$ cat src/rtl/spi_req_arbiter.sv
// ==== spi_req_arbiter : round-robin sharer of one SPI shift engine among NUM_REQ requesters ====
// ==== optional WAIT timeout under SPI_ARB_TIMEOUT_EN                          rev 1.0 ====
`default_nettype none

module spi_req_arbiter #(
    parameter int NUM_REQ     = 4,
    parameter int DATA_W      = 16,
    parameter int TIMEOUT_CYC = 64,
    localparam int IW         = $clog2(NUM_REQ)
) (
    input  logic                      clk,
    input  logic                      reset,
    input  logic [NUM_REQ-1:0]        req,
    input  logic [NUM_REQ*DATA_W-1:0] req_data,
    output logic [NUM_REQ-1:0]        gnt,
    output logic [NUM_REQ-1:0]        ack,
    output logic [DATA_W-1:0]         rd_data,
    output logic                      busy,
    output logic                      timeout_err,
    output logic                      spi_start,
    output logic [DATA_W-1:0]         spi_wdata,
    output logic [IW-1:0]             spi_sel,
    input  logic                      spi_done,
    input  logic [DATA_W-1:0]         spi_rdata
);

    localparam logic [1:0] S_IDLE    = 2'd0;
    localparam logic [1:0] S_START   = 2'd1;
    localparam logic [1:0] S_WAIT    = 2'd2;
    localparam logic [1:0] S_RELEASE = 2'd3;

    logic [1:0]         state_q, state_d;
    logic [IW-1:0]      ptr_q, ptr_d;
    logic [IW-1:0]      idx_q, idx_d;
    logic [DATA_W-1:0]  wdata_q, wdata_d;
    logic [DATA_W-1:0]  rd_q, rd_d;
    logic [NUM_REQ-1:0] gnt_q, gnt_d;
    logic [NUM_REQ-1:0] ack_q, ack_d;
    logic               start_q, start_d;
    logic               busy_q, busy_d;
    logic               win_vld;
    logic [IW-1:0]      win_idx;
    logic [IW:0]        cand;
    logic               timeout_hit;

    // Search begins at the priority pointer and wraps; first requester found wins.
    always_comb begin
        win_vld = 1'b0;
        win_idx = '0;
        cand    = '0;
        for (int k = 0; k < NUM_REQ; k++) begin
            cand = {1'b0, ptr_q} + (IW+1)'(k);
            if (cand >= (IW+1)'(NUM_REQ)) begin
                cand = cand - (IW+1)'(NUM_REQ);
            end
            if (!win_vld && req[cand[IW-1:0]]) begin
                win_vld = 1'b1;
                win_idx = cand[IW-1:0];
            end
        end
    end

    always_ff @(posedge clk) begin
        if (reset) begin
            state_q <= S_IDLE;
            ptr_q   <= '0;
            idx_q   <= '0;
            wdata_q <= '0;
            rd_q    <= '0;
            gnt_q   <= '0;
            ack_q   <= '0;
            start_q <= 1'b0;
            busy_q  <= 1'b0;
        end else begin
            state_q <= state_d;
            ptr_q   <= ptr_d;
            idx_q   <= idx_d;
            wdata_q <= wdata_d;
            rd_q    <= rd_d;
            gnt_q   <= gnt_d;
            ack_q   <= ack_d;
            start_q <= start_d;
            busy_q  <= busy_d;
        end
    end

    always_comb begin
        state_d = state_q;
        case (state_q)
            S_IDLE:    if (win_vld) state_d = S_START;
            S_START:   state_d = S_WAIT;
            S_WAIT:    if (spi_done || timeout_hit) state_d = S_RELEASE;
            S_RELEASE: state_d = S_IDLE;
            default:   state_d = S_IDLE;
        endcase
    end

    // Outputs are computed from the next state so every port comes straight from a flop.
    always_comb begin
        idx_d   = idx_q;
        wdata_d = wdata_q;
        rd_d    = rd_q;
        ptr_d   = ptr_q;
        gnt_d   = '0;
        ack_d   = '0;
        if (state_q == S_IDLE && win_vld) begin
            idx_d = win_idx;
            for (int i = 0; i < NUM_REQ; i++) begin
                if (win_idx == IW'(i)) wdata_d = req_data[i*DATA_W +: DATA_W];
            end
        end
        if (state_q == S_WAIT) begin
            if (spi_done)         rd_d = spi_rdata;
            else if (timeout_hit) rd_d = '1;
        end
        if (state_q == S_RELEASE) begin
            ptr_d = (idx_q == IW'(NUM_REQ-1)) ? '0 : idx_q + IW'(1);
        end
        start_d = (state_d == S_START);
        busy_d  = (state_d != S_IDLE);
        if (state_d != S_IDLE)    gnt_d[idx_d] = 1'b1;
        if (state_d == S_RELEASE) ack_d[idx_d] = 1'b1;
    end

`ifdef SPI_ARB_TIMEOUT_EN
    localparam int CW = $clog2(TIMEOUT_CYC + 1);

    logic [CW-1:0] to_cnt_q, to_cnt_d;
    logic          to_err_q, to_err_d;

    assign timeout_hit = (state_q == S_WAIT) && (to_cnt_q == CW'(TIMEOUT_CYC - 1));
    assign to_cnt_d    = (state_q == S_WAIT) ? to_cnt_q + CW'(1) : '0;
    // A done arriving on the limit cycle wins over the timeout.
    assign to_err_d    = timeout_hit && !spi_done;

    always_ff @(posedge clk) begin
        if (reset) begin
            to_cnt_q <= '0;
            to_err_q <= 1'b0;
        end else begin
            to_cnt_q <= to_cnt_d;
            to_err_q <= to_err_d;
        end
    end

    assign timeout_err = to_err_q;
`else
    assign timeout_hit = 1'b0;
    assign timeout_err = 1'b0;
    if (TIMEOUT_CYC < 1) begin : g_timeout_cfg_ignored
    end
`endif

    assign gnt       = gnt_q;
    assign ack       = ack_q;
    assign rd_data   = rd_q;
    assign busy      = busy_q;
    assign spi_start = start_q;
    assign spi_wdata = wdata_q;
    assign spi_sel   = idx_q;

endmodule

`default_nettype wire
$ cat config.mk
export PLATFORM = sky130hd
export DESIGN_NAME = spi_req_arbiter
export DESIGN_NICKNAME = d
export VERILOG_FILES = /design/src/rtl/spi_req_arbiter.sv
export SDC_FILE = /design/constraint.sdc
export NUM_CORES = 1
export LEC_CHECK = 0
export ABC_AREA = 1
export CORE_MARGIN = 2
export CORE_UTILIZATION = 41
export CTS_CLUSTER_SIZE = 20
export DETAILED_ROUTE_END_ITERATION = 10
export HOLD_SLACK_MARGIN = 0.05
export PLACE_DENSITY = 0.79
export SLEW_MARGIN = 10
export SYNTH_ARGS = -nofsm -noshare
export SYNTH_HDL_FRONTEND = slang
export SYNTH_SLANG_ARGS = --single-unit
$ cat constraint.sdc
create_clock -name clk -period 2.3 [get_ports clk]
set_input_delay 0.345 -clock clk [delete_from_list [all_inputs] [get_ports clk]]
set_output_delay 0.345 -clock clk [all_outputs]
set_load 0.005 [all_outputs]
==> results of run 1 <==
cells in the final DEF (no fill, tap or decap), types with 2 or more instances in the layout:
cell type,synthesis,routed
clkdlybuf4s50_1,0,130
nand2_1,105,105
inv_1,64,64
nor2_1,47,47
dfxtp_1,48,47
o21ai_0,41,41
nand3_1,37,37
a21oi_1,17,17
o21ai_1,13,13
buf_4,1,8
nand2_2,7,7
clkbuf_8,0,6
nand2_4,5,5
ha_1,5,5
inv_4,3,3
nor2_2,3,3
nand3_2,2,2
inv_2,2,2
clkinvlp_4,0,2
buf_12,1,2
cell type report:
class	instances	share of cell area
Clock buffer	6	0.0195
Clock inverter	2	0.00354
Inverter	69	0.0628
Multi-Input combinational cell	293	0.335
Sequential cell	48	0.227
Tap cell	77	0.0227
Timing Repair Buffer	140	0.330
worst max path at each step:
stage	slack (ns)	depth (start not counted)	start	endpoint
after floorplan	0.41	16	ptr_q[0]	gnt[3]
after global placement	0.02	15	req[1]	ack[2]
after detailed placement	-0.03	15	req[3]	spi_wdata[6]
after CTS	0.13	14	ptr_q[0]	spi_wdata[9]
after global routing	0.06	12	ptr_q[1]	spi_wdata[15]
final	0.25	14	ptr_q[0]	spi_wdata[9]
power by group:
group	total [mW]	switching, mW	internal, mW
Sequential	1.24	0.156	1.09
Combinational	2.38	1.25	1.14
Clock	0.519	0.275	0.243
Total	4.14	1.68	2.46
cell families (layout without fill, tap and decap cells):
family | Yosys count | in the layout
buffers and inverters | 87 | 217
AOI/OAI and AO/OA | 75 | 75
other | 1 | 1
adders and majority gates | 5 | 5
DFF | 48 | 48
and+or+nand+nor | 212 | 212
timing repair:
| action | in CTS | in global routing |
|---|---|---|
| endpoints found under the hold margin | 0 | 0 |
| gates resized for setup | 0 | 1 |
| endpoints found under the setup margin | 0 | 17 |
| hold buffers | 0 | 0 |
| setup buffers | 0 | 0 |
flip-flops by register name, indices dropped and copies added, names as in the netlist:
signal     count
ack            4
busy           1
gnt            4
ptr_q          2
rd_data       16
spi_sel        2
spi_start      1
spi_wdata     16
state_q        2
layer usage:
metal | vias up | track usage | part of all wire
li1 | 1587 | - | -
met1 | 1319 | 0.246 | 0.41
met2 | 117 | 0.389 | 0.50
met3 | 8 | 0.0524 | 0.074
met4 | 0 | 0.0540 | 0.012
met5 | - | 0 | 0
through the flow:
stage / TNS (ns) / cell area [um^2]
CTS: 0 / 4240
global route: 0 / 4240
global placement: 0 / 4150
detailed placement: -0.183 / 4150
finish: 0 / 4240
floorplan: 0 / 2770
worst max-delay path, stage by stage, from the launching register on:
cell and delay [ns]:
dfxtp_2 0.45, inv_4 0.11, nand2_1 0.08, nand2_1 0.09
nand2_1 0.11, inv_1 0.07, a21boi_2 0.13, nand2_2 0.10
nor2_8 0.17, inv_4 0.09, nand2_4 0.17, nand3_1 0.15
nand2_1 0.08, nand2_1 0.06, a21oi_1 0.11
==> impl_metrics.env, run 1 <==
export IMPL_status="completed"
export IMPL_leakagePower_nw=1.99
export IMPL_ff2ff_path_depth=14
export IMPL_synthFlopType="dfxtp_1"
export IMPL_r2r_setup_slack_ns=0.25
export IMPL_setup_slack_ns=0.252
export IMPL_cts_tree="yes"
export IMPL_io_pins=132
export IMPL_postRouteAntennaNets=0
export IMPL_fin_nets=649
export IMPL_post_route_util=0.657
export IMPL_synth_top_cell_by_area="dfxtp_1"
export IMPL_cts_buffers=5
export IMPL_setup_violations=0
export IMPL_multi_input_area_um2=1420
export IMPL_synth_commonest_cells="nand2_1 (105), inv_1 (64), dfxtp_1 (48)"
export IMPL_dp_cells=627
export IMPL_ctsHtreeMaxLevel=2
export IMPL_arrival_ns=2.28
export IMPL_place_ws_ns=-0.0278
export IMPL_track_usage=0.212
export IMPL_yosysMostFrequentCell="nand2_1"
export IMPL_crit_fanout=16
export IMPL_worst_r2r_startpoint="ptr_q[0]"
export IMPL_crit_required_ns=2.53
export IMPL_slew_violations=0
export IMPL_first_pass_iters=4
export IMPL_async_reset_ff_frac=0
export IMPL_gp_congestion=0.938
export IMPL_syn_avg_cell_area_um2=6.48
export IMPL_rows=29
export IMPL_chipHeight_um=86.2
export IMPL_vias=3031
export IMPL_syn_num_nets=520
export IMPL_power_mw=4.14
export IMPL_nFillCells=551
export IMPL_synth_seq_cells=48
export IMPL_post_drt_wl_per_cell_um=12.3
export IMPL_r2r_end="spi_wdata[9]"
export IMPL_finalHoldViolCount=0
export IMPL_dieArea_um2=7430
export IMPL_worstSkewPairLatency_ns=0.29
export IMPL_portBuffers=130
export IMPL_wl_um=7840
export IMPL_final_seq_area_um2=962
export IMPL_synth_cell_type_count=32
export IMPL_synth_compound_area_frac=0.142
export IMPL_hold_path_class="register to register"
export IMPL_grt_pass1_vias=2930
export IMPL_clock_sinks=48
export IMPL_finalNonFillerCells=635
export IMPL_antenna_cells=0
export IMPL_seq_area_frac_synth=0.347
export IMPL_peakVddDrop_v=0.000550
export IMPL_area_delta_synth_final_pct=53.1
export IMPL_fmax_ghz=0.488
export IMPL_synth_edf_count=0
export IMPL_synth_top_family_by_area="simple AND/OR/NAND/NOR gates"
export IMPL_clkSlewWorstSetupHoldPaths_ns=0.09
export IMPL_grt_pass1_wl_um=12700
export IMPL_routed_via_density=4.77
export IMPL_fin_hold_ws_ns=0.466
export IMPL_synth_simple_area_share=0.347
export IMPL_critPathLaunchType="register"
export IMPL_min_period_ns=2.05
export IMPL_muxShareOfSynthArea=0
export IMPL_timing_max_cap_violations=0
export IMPL_min_delay_path_depth=2
export IMPL_antenna_found_initial=0
export IMPL_drive_gt1_frac=0.0824
export IMPL_path_class="register to register"
export IMPL_syn_inst=428
export IMPL_synth_adder_area_share=0.0226
export IMPL_grt_overflow=0
export IMPL_hpwl_um=6230
export IMPL_synth_xor_area_frac=0
export IMPL_drt_iter0_drc=103
export IMPL_clock_path_buffers=2
export IMPL_finalClockSkew_ns=0.00565
export IMPL_syn_area_um2=2770
export IMPL_die_x_um=86.2
export IMPL_cellPowerDensity_nw_per_um2=976
export IMPL_timing_final_crit_share=0.890
export IMPL_yosysTopAreaCellShare=0.347
export IMPL_min_delay_start="spi_wdata[0]"
export IMPL_post_route_drc_count=0
export IMPL_grt_max_degree=22
export IMPL_hold_end="spi_wdata[0]"
export IMPL_ys_warn_count=0
export IMPL_cp_end_kind="register"
export IMPL_root_buffer="clkbuf_8"
export IMPL_synthTopCellsByArea="dfxtp_1 (35%), nand2_1 (14%), inv_1 (8.7%), o21ai_0 (7.4%), nand3_1 (6.7%)"
export IMPL_start_util=0.429
export IMPL_rsz0062_at_grt="no"
export IMPL_core_um2=6460
No activity file was read; power rests on OpenSTA's default activity.
==> run 2: changes to the inputs <==
--- a/config.mk
+++ b/config.mk
@@ -12,6 +12,7 @@
 export DETAILED_ROUTE_END_ITERATION = 10
 export HOLD_SLACK_MARGIN = 0.05
 export PLACE_DENSITY = 0.79
+export SKIP_LAST_GASP = 1
 export SLEW_MARGIN = 10
 export SYNTH_ARGS = -nofsm -noshare
 export SYNTH_HDL_FRONTEND = slang
==> results of run 2 <==
The final DEF is identical to that of run 1; final timing and power are the same.
